===== src/rtl/alu_math_px_pkg.sv =====
// Shared opcode/state types and opcode legality check for the byte-serial ALU.
package alu_math_px_pkg;

   typedef enum logic [3:0] {
      OP_ADD    = 4'd0,
      OP_SUB_AB = 4'd1,
      OP_SUB_BA = 4'd2,
      OP_MUL    = 4'd3,
      OP_DIV_AB = 4'd4,
      OP_DIV_BA = 4'd5,
      OP_INC_A  = 4'd6,
      OP_INC_B  = 4'd7,
      OP_CLR    = 4'd8,
      OP_ACCUM  = 4'd9
   } op_t;

   typedef enum logic [2:0] {IDLE, LOAD_A, LOAD_B, EXEC, RESULT} state_t;

   localparam int NUM_OPS = 10;

   function automatic logic is_legal_op(input logic [3:0] code);
      return int'(code) < NUM_OPS;
   endfunction

endpackage


===== src/rtl/alu_iter_muldiv.sv =====
// Iterative MSB-first shift/add multiplier and restoring divider, one bit per cycle.
// The start cycle performs the first step; done flags the OPW-th step with product/quotient valid.
module alu_iter_muldiv #(
   parameter int OPW = 16
) (
   input  logic             clk,
   input  logic             rst_n,
   input  logic             start,
   input  logic             mode,
   input  logic [OPW-1:0]   a,
   input  logic [OPW-1:0]   b,
   output logic             done,
   output logic [2*OPW-1:0] product,
   output logic [OPW-1:0]   quotient,
   output logic             div_by_zero
);
   localparam int CW = $clog2(OPW + 1);

   logic [2*OPW-1:0] acc, c_acc, n_acc;
   logic [OPW-1:0]   sh, c_sh, n_sh;
   logic [OPW-1:0]   opnd, c_op;
   logic [CW-1:0]    cnt, c_cnt;
   logic [OPW:0]     trial, rem;
   logic             run, active, qbit;

   // sh carries the multiplier (mul) or the dividend turning into the quotient (div)
   always_comb begin
      active = start || run;
      c_acc  = start ? '0 : acc;
      c_sh   = start ? a  : sh;
      c_op   = start ? b  : opnd;
      c_cnt  = start ? '0 : cnt;
      trial  = {c_acc[OPW-1:0], c_sh[OPW-1]};
      rem    = trial;
      qbit   = 1'b0;
      if (mode) begin
         if (trial >= {1'b0, c_op}) begin
            rem  = trial - {1'b0, c_op};
            qbit = 1'b1;
         end
         n_acc = {{OPW{1'b0}}, rem[OPW-1:0]};
         n_sh  = (c_sh << 1) | OPW'(qbit);
      end else begin
         n_acc = (c_acc << 1) + (c_sh[OPW-1] ? {{OPW{1'b0}}, c_op} : '0);
         n_sh  = c_sh << 1;
      end
      done = active && (c_cnt == CW'(OPW - 1));
   end

   always_ff @(posedge clk or negedge rst_n) begin
      if (!rst_n) begin
         acc  <= '0;
         sh   <= '0;
         opnd <= '0;
         cnt  <= '0;
         run  <= 1'b0;
      end else if (active) begin
         acc  <= n_acc;
         sh   <= n_sh;
         opnd <= c_op;
         cnt  <= c_cnt + CW'(1);
         run  <= !done;
      end
   end

   assign product     = n_acc;
   assign quotient    = n_sh;
   assign div_by_zero = mode && (b == '0);

endmodule


===== src/rtl/alu_math_px.sv =====
// Byte-serial command ALU: opcode byte, then MSB-first operands; result = k*f(A,B)+c mod 2^RW.
// ADD ready 6 cycles after the command, MUL/DIV 5+OPW; busy stays high until the ready cycle ends.
module alu_math_px
   import alu_math_px_pkg::*;
#(
   parameter int DW  = 8,
   parameter int OPW = 16,
   parameter int RW  = 32
) (
   input  logic          clk,
   input  logic          rst_n,
   input  logic          ctl,
   input  logic [DW-1:0] dat,
   input  logic [DW-1:0] k_val,
   input  logic [DW-1:0] c_val,
   output logic [RW-1:0] result,
   output logic          ready,
   output logic          err,
   output logic          busy
);
   localparam int NB = OPW / DW;
   localparam int CW = $clog2(NB + 1);

   state_t           state;
   op_t              op;
   logic [OPW-1:0]   a_r, b_r;
   logic [DW-1:0]    k_r, c_r;
   logic [CW-1:0]    cnt;
   logic             eng_run;

   logic             is_md, eng_mode, eng_start, eng_done, eng_dbz;
   logic [OPW-1:0]   eng_a, eng_b, eng_quot;
   logic [2*OPW-1:0] eng_prod;
   logic [RW-1:0]    a_x, b_x, f_val, val;
   logic             legal;

   assign legal     = ((dat >> 4) == '0) && is_legal_op(dat[3:0]);
   assign is_md     = op inside {OP_MUL, OP_DIV_AB, OP_DIV_BA};
   assign eng_mode  = (op == OP_DIV_AB) || (op == OP_DIV_BA);
   assign eng_a     = (op == OP_DIV_BA) ? b_r : a_r;
   assign eng_b     = (op == OP_DIV_BA) ? a_r : b_r;
   assign eng_start = (state == EXEC) && is_md && !eng_dbz && !eng_run;

   alu_iter_muldiv #(.OPW(OPW)) u_muldiv (
      .clk         (clk),
      .rst_n       (rst_n),
      .start       (eng_start),
      .mode        (eng_mode),
      .a           (eng_a),
      .b           (eng_b),
      .done        (eng_done),
      .product     (eng_prod),
      .quotient    (eng_quot),
      .div_by_zero (eng_dbz)
   );

   always_comb begin
      a_x = RW'(a_r);
      b_x = RW'(b_r);
      case (op)
         OP_ADD:    f_val = a_x + b_x;
         OP_SUB_AB: f_val = a_x - b_x;
         OP_SUB_BA: f_val = b_x - a_x;
         OP_MUL:    f_val = RW'(eng_prod);
         OP_DIV_AB,
         OP_DIV_BA: f_val = RW'(eng_quot);
         OP_INC_A:  f_val = a_x + RW'(1);
         OP_INC_B:  f_val = b_x + RW'(1);
         default:   f_val = '0;
      endcase
      if (op == OP_CLR)        val = '0;
      else if (op == OP_ACCUM) val = result + a_x;
      else if (eng_dbz)        val = '1;
      else                     val = RW'(k_r) * f_val + RW'(c_r);
   end

   always_ff @(posedge clk or negedge rst_n) begin
      if (!rst_n) begin
         state   <= IDLE;
         op      <= OP_ADD;
         a_r     <= '0;
         b_r     <= '0;
         k_r     <= '0;
         c_r     <= '0;
         cnt     <= '0;
         eng_run <= 1'b0;
         result  <= '0;
         ready   <= 1'b0;
         err     <= 1'b0;
         busy    <= 1'b0;
      end else begin
         ready <= 1'b0;
         err   <= (state != IDLE) && ctl;
         case (state)
            IDLE: if (ctl) begin
               if (legal) begin
                  op   <= op_t'(dat[3:0]);
                  k_r  <= k_val;
                  c_r  <= c_val;
                  cnt  <= '0;
                  busy <= 1'b1;
                  case (op_t'(dat[3:0]))
                     OP_INC_B: state <= LOAD_B;
                     OP_CLR:   state <= EXEC;
                     default:  state <= LOAD_A;
                  endcase
               end else begin
                  err <= 1'b1;
               end
            end
            LOAD_A: begin
               a_r <= (a_r << DW) | OPW'(dat);
               if (cnt == CW'(NB - 1)) begin
                  cnt   <= '0;
                  state <= (op == OP_INC_A || op == OP_ACCUM) ? EXEC : LOAD_B;
               end else begin
                  cnt <= cnt + CW'(1);
               end
            end
            LOAD_B: begin
               b_r <= (b_r << DW) | OPW'(dat);
               if (cnt == CW'(NB - 1)) begin
                  cnt   <= '0;
                  state <= EXEC;
               end else begin
                  cnt <= cnt + CW'(1);
               end
            end
            EXEC: begin
               if (eng_start) eng_run <= 1'b1;
               // divide-by-zero and single-cycle ops finish here; engine ops wait for done
               if (!is_md || eng_dbz || eng_done) begin
                  eng_run <= 1'b0;
                  result  <= val;
                  ready   <= 1'b1;
                  state   <= RESULT;
                  if (eng_dbz) err <= 1'b1;
               end
            end
            RESULT: begin
               state <= IDLE;
               busy  <= 1'b0;
            end
            default: state <= IDLE;
         endcase
      end
   end

endmodule

===== config.mk =====
export PLATFORM = sky130hd
export DESIGN_NAME = alu_math_px
export DESIGN_NICKNAME = d
export VERILOG_FILES = /design/src/rtl/alu_math_px_pkg.sv /design/src/rtl/alu_iter_muldiv.sv /design/src/rtl/alu_math_px.sv
export SDC_FILE = /design/constraint.sdc
export NUM_CORES = 1
export LEC_CHECK = 0
export ABC_AREA = 1
export CAP_MARGIN = 20
export CORE_MARGIN = 1
export CORE_UTILIZATION = 60
export CTS_CLUSTER_SIZE = 28
export DETAILED_ROUTE_END_ITERATION = 10
export GPL_TIMING_DRIVEN = 0
export PLACE_DENSITY = 0.78
export SLEW_MARGIN = 20
export SYNTH_ARGS = -nofsm -noshare
export SYNTH_HDL_FRONTEND = slang
export SYNTH_HIERARCHICAL = 1
export SYNTH_SLANG_ARGS = --single-unit

===== constraint.sdc =====
create_clock -name clk -period 11.3 [get_ports clk]
set_clock_uncertainty 0.1 [all_clocks]
set_input_delay 2.26 -clock clk [delete_from_list [all_inputs] [get_ports clk]]
set_output_delay 2.26 -clock clk [all_outputs]
set_load 0.01 [all_outputs]

## After elaboration in Yosys (flattened, before gate mapping)

Cells that the tools add are included.

- Word-level logic and storage cells: 129
- Bits in registers: 162
- Input bits: 27
- Output and inout bits: 35

- Mux-type cells: 40
- Reduce and logical (&&, ||, !) cells: 33
- Bitwise logic cells: 3
- Add/sub/neg operators: 11
- Equal/unequal tests: 22
- Multiply operators: 1
- $lt $le $gt $ge: 2

Operators by type and width:

| kind | number |
|---|---|
| case mux 32 bit (7 select lines) | 1 |
| 2-to-1 mux 32 bit | 4 |
| 2-to-1 mux 16 bit | 7 |
| adder 32 x 16 -> 32 bit | 2 |
| adder 16 x 1 -> 17 bit (second input constant) | 2 |
| subtractor 16 x 16 -> 17 bit | 2 |
| adder 32 x 8 -> 32 bit | 1 |
| multiplier 8 x 32 -> 32 bit | 1 |
| OR 16 x 8 -> 16 bit | 2 |
| 2-to-1 mux 31 bit | 1 |
| == test 4 x 3 -> 1 bit (second input constant) | 5 |
| adder 16 x 16 -> 17 bit | 1 |
| greater-or-equal comparator 17 x 16 -> 1 bit | 1 |
| logical NOT 16 bit | 1 |
| OR 16 x 1 -> 16 bit | 1 |
| subtractor 16 bit | 1 |
| 2-to-1 mux 3 bit | 5 |
| 2-to-1 mux 1 bit | 13 |
| == test 4 bit (second input constant) | 3 |
| case mux 3 bit (4 select lines) | 1 |
| AND reduction 3 bit | 3 |
| == test 4 x 2 -> 1 bit (second input constant) | 2 |
| logical NOT 8 bit | 1 |
| inequality test 2 bit (second input constant) | 4 |
| other kinds (24) | 47 |

## Logic depth before layout (Yosys ltp)

- Depth after elaboration: 19
- Depth in mapped cells: 63
- Gate-level depth less buffers: 59

## Hierarchy

Netlist, hierarchy kept.

By module, submodules not included:

| module | cells an instance | area an instance (um^2) | instances | sequential area each (um^2) |
|---|---|---|---|---|
| alu_math_px | 2457 | 16454.5 | 1 | 2327.2 |
| alu_iter_muldiv | 1010 | 6353.6 | 1 | 1726.7 |

## Worst setup path before layout

Ideal clock, no wire load.

- Path type: register to register
- Start point: register op[2]
- End point: register result[29]
- Arrival time: 9412 ps
- Setup time: 117 ps
- Required time: 11083 ps
- Path buffers: 5
- Cell stages (with the launch flop): 57
- Slack: 1671 ps
- Clock period less this slack: 9629 ps
- Path through: dfrtp_1 -> inv_1 -> nor2_1 -> nand3_1 -> clkbuf_1 -> nand2_1 -> o21ai_0 -> nor4_1 -> nand3_1 -> nor4_1 -> inv_1 -> o21a_1 -> inv_1 -> nor3_1 -> buf_6 -> inv_4 -> buf_12 -> clkbuf_1 -> [... 21 more ...] -> fa_1 -> inv_1 -> fa_1 -> inv_1 -> ha_1 -> nand2_1 -> inv_1 -> a21oi_1 -> nand2_1 -> nand2_1 -> nand3_1 -> a21o_1 -> a21boi_0 -> o21ai_0 -> nand2_1 -> nand3_1 -> nand3_1 -> nand2_1

- Elaborated cells between the ends (all ways): 48
- Those cells by class: 3 x add/sub; 1 x mul; 1 x order compare; 10 x eq/ne; 16 x mux; 1 x bitwise; 16 x reduce/logical

RTL lines:

| element | line | RTL |
|---|---|---|
| start: declaration | alu_math_px.sv:25 | `op_t op;` |
| start signal: assignment | alu_math_px.sv:97 | `op <= op_t'(dat[3:0]);` |
| == test 4 x 3 -> 1 bit (*) | alu_math_px.sv:41 | `assign eng_b = (op == OP_DIV_BA) ? a_r : b_r;` |
| 2-to-1 mux 16 bit (*) | alu_math_px.sv:41 |  |
| via eng_b[7] | alu_math_px.sv:32 | `logic [OPW-1:0] eng_a, eng_b, eng_quot;` |
| logical NOT 16 bit (*) | alu_iter_muldiv.sv:68 | `assign div_by_zero = mode && (b == '0);` |
| logical AND 1 bit (*) | alu_iter_muldiv.sv:68 |  |
| via eng_dbz | alu_math_px.sv:31 | `logic is_md, eng_mode, eng_start, eng_done, eng_dbz;` |
| logical NOT 1 bit (*) | alu_math_px.sv:42 | `assign eng_start = (state == EXEC) && is_md && !eng_dbz && !eng_run;` |
| logical AND 1 bit (*) (2 in a row) | alu_math_px.sv:42 |  |
| via eng_start | alu_math_px.sv:31 |  |
| [... 3 more ...] | -- |  |
| 2-to-1 mux 32 bit (*) | alu_iter_muldiv.sv:36 | `if (mode) begin` |
| via eng_prod[4] | alu_math_px.sv:33 | `logic [2*OPW-1:0] eng_prod;` |
| case mux 32 bit (7 select lines) (*) | alu_math_px.sv:60 | `case (op)` |
| multiplier 8 x 32 -> 32 bit (*) | alu_math_px.sv:74 | `else val = RW'(k_r) * f_val + RW'(c_r);` |
| adder 32 x 8 -> 32 bit (*) | alu_math_px.sv:74 |  |
| 2-to-1 mux 32 bit (*) | alu_math_px.sv:73 | `else if (eng_dbz) val = '1;` |
| 2-to-1 mux 32 bit (*) | alu_math_px.sv:72 | `else if (op == OP_ACCUM) val = result + a_x;` |
| 2-to-1 mux 32 bit (*) | alu_math_px.sv:71 | `if (op == OP_CLR) val = '0;` |
| end signal: assignment | alu_math_px.sv:134 | `result <= val;` |
| end: declaration | alu_math_px.sv:16 | `output logic [RW-1:0] result,` |

Mark *: on every way through the listed nets, which the timed path passes. The rest lies on a longest branch. The select of a mux whose other input is x is not followed.
A chain may end at the register's enable or synchronous reset.

## Worst setup path after layout

- Start point: register a_r[6]
- End point: register result[27]

- Elaborated cells between the ends (all ways): 38
- Those cells by class: 8 x add/sub; 1 x mul; 1 x order compare; 1 x eq/ne; 16 x mux; 1 x bitwise; 10 x reduce/logical

RTL lines:

| element | line | RTL |
|---|---|---|
| start: declaration | alu_math_px.sv:26 | `logic [OPW-1:0] a_r, b_r;` |
| start signal: assignment | alu_math_px.sv:112 | `a_r <= (a_r << DW) \| OPW'(dat);` |
| 2-to-1 mux 16 bit (*) | alu_math_px.sv:41 |  |
| via eng_b[6] | alu_math_px.sv:32 |  |
| logical NOT 16 bit (*) | alu_iter_muldiv.sv:68 |  |
| logical AND 1 bit (*) | alu_iter_muldiv.sv:68 |  |
| via eng_dbz | alu_math_px.sv:31 |  |
| logical NOT 1 bit (*) | alu_math_px.sv:42 |  |
| logical AND 1 bit (*) (2 in a row) | alu_math_px.sv:42 |  |
| via eng_start | alu_math_px.sv:31 |  |
| [... 3 more ...] | -- |  |
| 2-to-1 mux 32 bit (*) | alu_iter_muldiv.sv:36 |  |
| via eng_prod[6] | alu_math_px.sv:33 |  |
| case mux 32 bit (7 select lines) (*) | alu_math_px.sv:60 |  |
| multiplier 8 x 32 -> 32 bit (*) | alu_math_px.sv:74 |  |
| adder 32 x 8 -> 32 bit (*) | alu_math_px.sv:74 |  |
| 2-to-1 mux 32 bit (*) | alu_math_px.sv:73 |  |
| 2-to-1 mux 32 bit (*) | alu_math_px.sv:72 |  |
| 2-to-1 mux 32 bit (*) | alu_math_px.sv:71 |  |

Marks and branches as above.

==> metrics list <==
- Leading cell types by total area after synthesis: dfrtp_1, nand2_1, fa_1
* Synthesized-area fraction occupied by ao, oa, aoi and oai cells: 13.5%
- For this run, the total global-route usage over all layers was measured as 42.9%.
- Skew-Pair Late Insertion Delay: 460 ps
- For this run, the slowest stage of the critical path takes 780 ps.
* Critical Path RT: 11,580 ps
- XOR/XNOR share of the synthesized area: 1.34%
* Highest-utilization routing layer at the global route stage: met2
* Area of the multi-input gates: 15,800 um2
- After layout, the minimum clock period comes to 11,060 ps.
- After clock tree synthesis, the clock-pin slew on the worst setup and hold paths is 80 ps.
- After synthesis the cells add up to 22,800 um2.
- Flops & latches, synth: 162
* Total detailed-routing wirelength: 81.7 mm
* Category of the most critical setup path: reg2reg
- Total iterations of the first detailed-routing run: 6
- Final Hold Viols: 0
- Dividing the synthesized area by the synthesized cell count gives 6.58 um2.
* Maximum number of pins on one net before global-route repair: 92
* Kind of end point of the critical path: flop
- The repair_antennas step left the layout with diodes totalling 0.
* Die H: 197 um
* Register area share after synthesis: 17.8%
- Largest driver fanout on the critical path: 10
- Startpoint type of the worst setup path: flop
- Finish-stage setup viols: 0
- Crit-path slowest cell: dfrtp_1
- Leaving out filler cells and counting taps, the final layout contains 4,083.
- Post-layout nets: 3,913
* Class of the tightest hold or removal check: reg2reg
* Synthesized instance count: 3,467
- Fraction of synthesized area in multiplexers: 0.0494%
- Post-synthesis to final-layout area growth: 9.96%
- The root buffer cell chosen for the clock tree is clkbuf_16.
- Total Die Area: 38,800 um2
- Detailed routing inserted a total of 24,200 vias.
- In this run the tool buffered the top-level ports with 61 buffer cells.
- Total instance count after detailed placement: 4,042
* Period Utilization, post-route: 97.9%
- Synth Area in Simple Gates: 29.6%
- Max cap viols: 0
- First-pass GRT wire length: 126 mm
* Actual slew at the worst max-slew pin: 1160 ps
- The number of nets in the synthesized netlist is 3,821.
- Clock tree from TritonCTS: built
- Total core area: 37,600 um2
- Sinks on Clock Net: 162
* Vias/cell: 5.92
* Number of I/O pins: 62
* Final worst setup slack: 235 ps
- Met2 Use GR: 63.0%
- Yosys mapped the design onto 70 distinct sky130hd cell types.
- The die is 197 um wide.
* Dominant combinational cell family by area after synthesis: simple AND/OR/NAND/NOR gates
- Final Wtd Congestion: 1.03
* Number of remaining DRC errors: 0
- Final ANT Viol Nets: 0
- For this run, asynchronously set or reset flops after synthesis account for 100%.
- Result of the run: finished, final reports clean
* Arrival time reported for the critical path endpoint: 11,340 ps
- In the final routed layout, each cell accounts on average for 20.0 um.
- Worst-case clock buffer depth: 2
- Row count: 71
* Total of warnings raised by yosys: 6
- H-tree levels: 4
- Antenna violations before repair: 1
* Final Slew Violations: 0
- The number of hold buffers added after CTS was 0.
- Fill cells in the final layout number 3,420.
- Layout cell share with drive strength beyond 1: 7.14%
- Met3 usage in global routing: 10.4%
- Static timing analysis puts the maximum clock frequency at 0.0904 GHz.
- Cell accounting for the most synthesized area: dfrtp_1
- Global routing finished with a remaining overflow of 0.
* Area used by sequential logic in the layout: 4060 um2
- DRC violation total after the first TritonRoute iteration: 2,852
- Final-layout worst hold slack: 383 ps
- The share of synthesized area in the top cell type comes to 17.8%.
* Arithmetic-cell share of the synthesized area counting full adders, half adders and majority gates: 23.5%
* Placement-stage worst setup slack: -1130 ps
- DPL Wire Length: 66.2 mm
* Vias in the first global route: 22,900
- For this configuration, the core starts out at a cell density of 60.7%.
- The most used flip-flop cell after synthesis is dfrtp_1.
- Number of synthesized flops with an enable pin: 0
- Global routing consumed, on the met1 layer, 59.9% of the routing resources.
- Measured against its own limit, the worst slew margin works out to 22.1%.
- Clock buffers created by TritonCTS: 17
[layer usage]
layer,up-vias,routed length (um)
met5,-,13
met4,2,3860
met3,257,10700
met2,1574,34000
met1,11400,33100
li1,11000,-
[cells in the mapped netlist, types with 5 or more instances]
cell type,count
a22o_1,8
clkbuf_1,62
xnor2_1,10
nand3_2,12
o22ai_1,12
a32o_1,5
nand2_1,907
buf_1,11
nand3_1,183
dfrtp_1,162
inv_1,718
buf_6,5
a21oi_1,180
a21boi_0,7
a31oi_1,7
nor4_1,12
o21a_1,8
a21o_1,11
nand2_2,28
buf_2,19
nand2_4,6
o21bai_1,7
ha_1,158
xor2_1,25
o21ai_0,238
nor2_1,260
buf_4,5
o21ai_1,17
or2_2,21
and2_1,8
nand4_1,40
nor3_1,34
nor2_2,15
nand3b_1,8
fa_1,169
o211ai_1,13
inv_2,10
[timing repair]
| action | in CTS | in global routing |
|---|---|---|
| pin swaps | 3 | 5 |
| gates cloned | 0 | 0 |
| setup endpoints to repair | 24 | 23 |
| gates resized for setup | 59 | 58 |
| buffers inserted | 2 | 7 |
[final timing paths]
check	to	depth (start not counted)	from	slack (ps)
worst max-delay path	result[27]	49	a_r[6]	240
worst min-delay path	busy	2	busy	380
worst max register to register	result[27]	49	a_r[6]	240
worst min register to register	busy	2	busy	380
max in group asynchronous	result[9]	2	rst_n	8510
min in group asynchronous	k_r[1]	1	rst_n	1640
[cells in the final DEF, fill, tap and decap left out, types with 11 or more instances in the layout]
cell type	instances
clkbuf_1	51
o21ai_2	19
nand3_1	179
nor2_2	15
clkdlybuf4s50_1	60
clkbuf_16	17
inv_2	12
o211ai_1	13
inv_1	716
o22ai_1	12
dfrtp_1	161
a21oi_1	177
a21o_1	11
nand2_1	906
nor2_1	257
o21ai_0	207
nor3_1	31
or2_2	21
nand2_2	29
buf_2	22
nand3_2	15
xor2_1	25
ha_1	153
nand4_1	40
o21ai_1	29
buf_4	18
fa_1	169
[kinds of logic (layout without fill, tap and decap cells)]
family          after synthesis  in the layout
fa+ha+maj                   327            327
mux                           1              1
compound gates              548            548
simple gates               1560           1560
xor+xnor                     35             35
buf+inv                     834            939
flops                       162            162
[registers in the layout, summed over array words and instances (netlist names)]
signal         cells
u_muldiv/sh       16
state              3
cnt                2
op                 4
err                1
result            32
c_r                8
b_r               16
u_muldiv/acc      31
k_r                8
busy               1
u_muldiv/run       1
ready              1
u_muldiv/opnd     16
eng_run            1
u_muldiv/cnt       5
a_r               16
[layout make-up]
type                       count  share of cell area (%)
buffer                       103                    2.05
clock inverter                14                   0.703
inverter                     731                    11.0
clock buffer                  18                    1.75
sequential                   162                    16.2
tap                          511                    2.55
multi-input combinational   2471                    62.9
timing repair buffer          73                    2.89
[worst max-delay path, delay by kind of cell (launching register included)]
| kind | cells | cell delay [ps] |
|---|---|---|
| fa+ha+maj | 6 | 2960 |
| buf+inv | 12 | 2190 |
| compound gates | 9 | 1820 |
| simple gates | 22 | 3100 |
| flops | 1 | 780 |
[stage by stage]
stage	TNS (ps)	instance area (um2)	util, %
after global placement	-51400	24100	64.0
final	0	25100	66.7
after CTS	0	24900	66.2
after detailed placement	-17360	24100	64.2
after global routing	-49.8	25100	66.7
after floorplan	0	22800	-
Power is not shown: default switching activity piles up to over one toggle a cycle in this logic, so the estimate is an artifact.
